**src/rtl/m68k_bus_ctrl.sv**
```systemverilog
// rtl/m68k_bus_ctrl.sv - 68000 bus-cycle sequencer: chip-select class to DTACK timing
//
// Purpose:
//   Runs one 68000 bus cycle at a time once the address decoder has produced
//   its selects. ROM reads are forwarded to the SDRAM CPU port as a level
//   request/acknowledge handshake. Block-RAM and I/O selects complete after a
//   fixed number of wait cycles. A strobe with no select is acknowledged
//   immediately and flagged as unmapped.
//
// Ports:
//   clk_sys_i        system clock
//   reset_i          synchronous active-high reset
//   m68k_as_n_i      address strobe (active low)
//   m68k_rw_i        1 = read, 0 = write
//   m68k_a_i         word address A[23:1]
//   rom_cs_i         ROM region select
//   bram_cs_i        OR of all block-RAM region selects
//   io_cs_i          OR of input/scroll/latch/irq selects
//   sdr_req_o        level request to SDRAM, held until sdr_ack_i
//   sdr_addr_o       latched word address toward SDRAM
//   sdr_ack_i        one-cycle acknowledge, data valid in the same cycle
//   sdr_data_i       SDRAM read data
//   rom_dout_o       latched ROM word for the CPU data mux
//   m68k_dtack_n_o   data acknowledge to the 68000 (active low)
//   unmapped_o       one-cycle pulse: strobe with no select
//   timeout_o        one-cycle pulse: SDRAM ack missing after SDR_TIMEOUT cycles
//   busy_o           high whenever the sequencer is not idle

module m68k_bus_ctrl #(
    parameter int BRAM_WAIT   = 1,
    parameter int IO_WAIT     = 0,
    parameter int SDR_TIMEOUT = 63,
    parameter int ROM_AW      = 23
) (
    input  logic              clk_sys_i,
    input  logic              reset_i,
    input  logic              m68k_as_n_i,
    input  logic              m68k_rw_i,
    input  logic [22:0]       m68k_a_i,
    input  logic              rom_cs_i,
    input  logic              bram_cs_i,
    input  logic              io_cs_i,
    output logic              sdr_req_o,
    output logic [ROM_AW-1:0] sdr_addr_o,
    input  logic              sdr_ack_i,
    input  logic [15:0]       sdr_data_i,
    output logic [15:0]       rom_dout_o,
    output logic              m68k_dtack_n_o,
    output logic              unmapped_o,
    output logic              timeout_o,
    output logic              busy_o
);

    typedef enum logic [2:0] {
        S_IDLE,
        S_ROM_WAIT,
        S_DRAIN,
        S_COUNT,
        S_ACK
    } state_t;

    localparam logic [7:0] BRAM_LD  = 8'(BRAM_WAIT);
    localparam logic [7:0] IO_LD    = 8'(IO_WAIT);
    localparam logic [7:0] TMO_LAST = 8'(SDR_TIMEOUT - 1);

    state_t              state_q;
    logic [7:0]          cnt_q;
    logic                sdr_req_q;
    logic [ROM_AW-1:0]   sdr_addr_q;
    logic [15:0]         rom_dout_q;
    logic                dtack_n_q;
    logic                unmapped_q;
    logic                timeout_q;

    // Saturating increment for the SDRAM wait counter.
    logic [7:0]          cnt_inc_d;
    // The edge on which the counter would reach SDR_TIMEOUT.
    logic                tmo_hit_d;

    assign cnt_inc_d = (cnt_q == 8'hFF) ? cnt_q : cnt_q + 8'd1;
    assign tmo_hit_d = (cnt_q == TMO_LAST);

    always_ff @(posedge clk_sys_i) begin
        if (reset_i) begin
            state_q    <= S_IDLE;
            cnt_q      <= 8'd0;
            sdr_req_q  <= 1'b0;
            sdr_addr_q <= '0;
            rom_dout_q <= 16'hFFFF;
            dtack_n_q  <= 1'b1;
            unmapped_q <= 1'b0;
            timeout_q  <= 1'b0;
        end else begin
            unmapped_q <= 1'b0;
            timeout_q  <= 1'b0;
            case (state_q)
                S_IDLE: begin
                    if (!m68k_as_n_i) begin
                        if (rom_cs_i) begin
                            if (m68k_rw_i) begin
                                sdr_addr_q <= ROM_AW'(m68k_a_i);
                                sdr_req_q  <= 1'b1;
                                cnt_q      <= 8'd0;
                                state_q    <= S_ROM_WAIT;
                            end else begin
                                // ROM writes are swallowed and acknowledged at once.
                                cnt_q     <= 8'd0;
                                dtack_n_q <= 1'b0;
                                state_q   <= S_COUNT;
                            end
                        end else if (bram_cs_i) begin
                            // DTACK is driven one edge before the counter empties
                            // so it falls at cycle 1+WAIT; a zero wait asserts now.
                            cnt_q     <= BRAM_LD;
                            dtack_n_q <= (BRAM_LD != 8'd0);
                            state_q   <= S_COUNT;
                        end else if (io_cs_i) begin
                            cnt_q     <= IO_LD;
                            dtack_n_q <= (IO_LD != 8'd0);
                            state_q   <= S_COUNT;
                        end else begin
                            unmapped_q <= 1'b1;
                            dtack_n_q  <= 1'b0;
                            state_q    <= S_ACK;
                        end
                    end
                end

                S_ROM_WAIT: begin
                    if (sdr_ack_i) begin
                        rom_dout_q <= sdr_data_i;
                        sdr_req_q  <= 1'b0;
                        if (m68k_as_n_i) begin
                            state_q <= S_IDLE;
                        end else begin
                            dtack_n_q <= 1'b0;
                            state_q   <= S_ACK;
                        end
                    end else if (tmo_hit_d) begin
                        // DTACK follows one cycle later, from the ACK state.
                        timeout_q  <= 1'b1;
                        rom_dout_q <= 16'hFFFF;
                        sdr_req_q  <= 1'b0;
                        state_q    <= m68k_as_n_i ? S_IDLE : S_ACK;
                    end else begin
                        cnt_q <= cnt_inc_d;
                        // The SDRAM access keeps running after the CPU gives up.
                        if (m68k_as_n_i) begin
                            state_q <= S_DRAIN;
                        end
                    end
                end

                S_DRAIN: begin
                    if (sdr_ack_i || tmo_hit_d) begin
                        sdr_req_q <= 1'b0;
                        timeout_q <= !sdr_ack_i;
                        state_q   <= S_IDLE;
                    end else begin
                        cnt_q <= cnt_inc_d;
                    end
                end

                S_COUNT: begin
                    if (m68k_as_n_i) begin
                        dtack_n_q <= 1'b1;
                        state_q   <= S_IDLE;
                    end else if (cnt_q == 8'd0) begin
                        state_q <= S_ACK;
                    end else begin
                        cnt_q <= cnt_q - 8'd1;
                        if (cnt_q == 8'd1) begin
                            dtack_n_q <= 1'b0;
                        end
                    end
                end

                S_ACK: begin
                    if (m68k_as_n_i) begin
                        dtack_n_q <= 1'b1;
                        state_q   <= S_IDLE;
                    end else begin
                        dtack_n_q <= 1'b0;
                    end
                end

                default: begin
                    state_q <= S_IDLE;
                end
            endcase
        end
    end

    assign sdr_req_o      = sdr_req_q;
    assign sdr_addr_o     = sdr_addr_q;
    assign rom_dout_o     = rom_dout_q;
    assign m68k_dtack_n_o = dtack_n_q;
    assign unmapped_o     = unmapped_q;
    assign timeout_o      = timeout_q;
    assign busy_o         = (state_q != S_IDLE);

endmodule
```
**config.mk**
```make
export PLATFORM = sky130hd
export DESIGN_NAME = m68k_bus_ctrl
export DESIGN_NICKNAME = d
export VERILOG_FILES = /design/src/rtl/m68k_bus_ctrl.sv
export SDC_FILE = /design/constraint.sdc
export NUM_CORES = 1
export LEC_CHECK = 0
export CAP_MARGIN = 15
export CORE_MARGIN = 4
export CORE_UTILIZATION = 40
export DETAILED_ROUTE_END_ITERATION = 7
export GPL_TIMING_DRIVEN = 1
export PLACE_DENSITY = 0.72
export SYNTH_ARGS = -nofsm -noshare
export SYNTH_HDL_FRONTEND = slang
export SYNTH_SLANG_ARGS = --single-unit
```
**constraint.sdc**
```tcl
create_clock -name clk_sys_i -period 4.7 [get_ports clk_sys_i]
set_input_delay 1.41 -clock clk_sys_i [delete_from_list [all_inputs] [get_ports clk_sys_i]]
set_output_delay 1.41 -clock clk_sys_i [all_outputs]
set_load 0.005 [all_outputs]
```
==> reports/qor.csv <==
stage,metric,value,unit
outcome,status,"complete, no violations",
global_route,antenna_found_initial,0,
floorplan,core_area,6459,µm²
sta,tns,0,ps
synthesis,syn_inst,316,
worst_setup_path,critPathMaxFanout,12,
clock_tree,cts_setup_buffers,0,
synthesis,synth.largest_area_cell,dfxtp_1,
clock_tree,root_buffer,clkbuf_8,
routing,drc,0,
worst_setup_path,startpoint_type,flop,
sta,finalCritPeriodShare,70.25,%
finish,fillerInstances,553,
floorplan,dieArea,8160,µm²
routing,drtIter0Drc,109,
job,max-cap-violations,0,
global_route,grt_use_total,17.25,%
synthesis,synth_edf_count,0,
synthesis,ys_ff_latch,54,
finish,utilization,57.25,%
synthesis,syn-num-nets,368,
routing,wl_per_cell,15.07,µm
power_and_ir_drop,power_switching,0.4292,mW
power_and_ir_drop,p_sw_share,35.21,%
clock_tree,postCtsResizedCells,0,
power_and_ir_drop,power_density,329.7,nW/µm²
routing,dr_total_vias,2538,
clock_tree,numCtsBuffers,5,
floorplan,die_w,90.33,µm
placed_design,place_congestion,0.8377,
synthesis,netlist_area,2711,µm²
worst_setup_path,crit_type,flop to output pin,
synthesis,synth-main-ff-cell,dfxtp_1,
power_and_ir_drop,peakVddDrop,0.0001735,V
power_and_ir_drop,p_comb_share,32.0,%
floorplan,row_count,29,
synthesis,synth_top_area_share,39.87,%
synthesis,synth.area.top_cells,"dfxtp_1 (40%), nand2_1 (7.6%), a21oi_1 (6.3%)",
sta,clock_skew,18.91,ps
synthesis,synth.avg_cell_area,8.580,µm²
routing,finalWirelength,7.084,mm
worst_setup_path,cp.arrival,1890,ps
worst_setup_path,cp-end-kind,output pin,
finish,multiInputGateArea,1500,µm²
clock_tree,clk_pin_slew,100,ps
sta,slew_viol_final,0,
sta,holdWs,458.3,ps
finish,layout-area-overhead-vs-synth,36.36,%
floorplan,start_util,41.98,%
global_route,grt_first_pass_wirelength,11.94,mm
routing,drt.antenna.violating_nets,0,
clock_tree,cts_buffer_depth,2,
power_and_ir_drop,internal-power,0.7897,mW
clock_tree,clock_latency,320,ps
finish,seqCellArea,1081,µm²
sta,period_needed,3302,ps
sta,setup_violations,0,
global_route,grt_overflow,0,
sta,setup_slack,1398,ps
synthesis,ys_types,67,
floorplan,die_h,90.33,µm
sta,rsz0062_at_grt,no,
hold_path,hold_class,flop to flop,
global_route,grt_max_degree,59,
placed_design,dp_hpwl,5.033,mm
sta,tightest_slew,968.2,ps
worst_setup_path,crit_required,3290,ps
clock_tree,clock_sinks,54,
sta,hold_viol_final,0,
routing,drt_pre_antenna_iters,4,
clock_tree,cts_tree,done,
sta,maxSlewHeadroom,35.46,%
finish,drive_above_1_share,8.142,%
synthesis,ys_warn_count,0,
global_route,first_global_vias,2426,
synthesis,synth_seq_area_share,39.87,%
synthesis,synthArstFlopShare,0,%
power_and_ir_drop,pwr-share-seq,45.2,%
clock_tree,cts_hold_buf,0,
clock_tree,htreeDepth,2,
placed_design,io_buffers,90,
power_and_ir_drop,p_leak,1.274,nW
placed_design,post-place-ws,1288,ps
floorplan,pin_count,91,
routing,vias_per_cell,5.400,
sta,max_freq,302.9,MHz
finish,final_nets,444,
power_and_ir_drop,power_frac_clock,22.7,%
finish,diodes,0,
==> per-stage QoR <==
step / instances / area (µm²) / power, mW
floorplan: 316 / 2711 / 0.8197
global placement: 462 / 3600 / 0.9435
detailed placement: 462 / 3600 / 0.9484
CTS: 470 / 3697 / 1.225
global route: 470 / 3697 / 1.292
finish: 470 / 3697 / 1.219
==> routing by layer <==
layer	track usage, %	wire length (µm)	vias up
li1	-	-	1288
met1	23.04	3359	1168
met2	28.13	3322	74
met3	3.583	323	8
met4	4.974	80	0
met5	0	0	-
==> registers in the layout (all words and copies together) (netlist names) <==
register        count
m68k_dtack_n_o      1
timeout_o           1
cnt_q               8
sdr_req_o           1
sdr_addr_o         23
rom_dout_o         16
state_q             3
unmapped_o          1
==> final timing paths <==
check,start,end,slack [ps],depth (start not counted)
worst max register to register,cnt_q[0],cnt_q[3],2570,6
worst max-delay path,state_q[1],busy_o,1400,3
worst min register to register,sdr_addr_o[17],sdr_addr_o[17],460,2
worst min-delay path,sdr_addr_o[17],sdr_addr_o[17],460,2
==> power by group through the flow <==
stage                     clock network, mW  registers, mW  logic [mW]
after global placement                    0          0.560       0.383
after CTS                             0.287          0.550       0.389
final                                 0.277          0.551       0.390
after global routing                  0.303          0.558       0.431
after detailed placement                  0          0.560       0.388
after floorplan                           0          0.524       0.296
==> synthesized netlist by cell type, types with 2 or more instances <==
cell type,n
nand2_1,55
dfxtp_1,54
a21oi_1,34
nand2b_1,19
o22ai_1,18
clkbuf_1,10
nor2_1,9
buf_2,8
o21ai_0,7
and3_1,5
ha_1,5
nor3_1,5
inv_1,4
nor2b_1,4
o21ai_1,4
a31oi_1,3
nand4_1,3
nor4_1,3
a211o_1,2
a211oi_2,2
a22oi_1,2
a311oi_2,2
a32oi_1,2
and2_1,2
buf_6,2
mux2i_1,2
nand2_2,2
nand3_1,2
nor2_2,2
nor3b_1,2
o31ai_1,2
o41ai_1,2
or3_1,2
xnor2_1,2
xor2_1,2
==> final cells by class <==
type,instances,area share [%]
Inverter,5,0.5076
Clock inverter,3,0.7783
Sequential cell,54,29.24
Clock buffer,5,1.861
Timing Repair Buffer,91,24.43
Multi-Input combinational cell,235,40.58
Tap cell,77,2.606
==> critical path, stage by stage (launching register included) <==
cell and delay (ps):
dfxtp_1 760, nor2_4 120, nand2_2 170, clkdlybuf4s50_1 520
==> placed cells by master (no fill, tap or decap), types with 5 or more instances in the layout <==
cell type / synthesis / layout
o22ai_1: 18 / 18
o21ai_0: 7 / 7
and3_1: 5 / 5
a21oi_1: 34 / 34
clkdlybuf4s50_1: 0 / 89
clkbuf_8: 0 / 5
dfxtp_1: 54 / 54
nor2_1: 9 / 9
nand2_1: 55 / 55
nand2b_1: 19 / 19
nor3_1: 5 / 5
ha_1: 5 / 5
==> cells by family after synthesis <==
| kind of cell | count (synthesis) | synth area share, % |
|---|---|---|
| simple gates | 126 | 25.01 |
| compound gates | 97 | 24.97 |
| flops | 54 | 39.87 |
| buf+inv | 27 | 4.799 |
| xor+xnor | 5 | 2.308 |
| fa+ha+maj | 5 | 2.307 |
| mux | 2 | 0.7384 |
(Power assumes the default switching activity.)
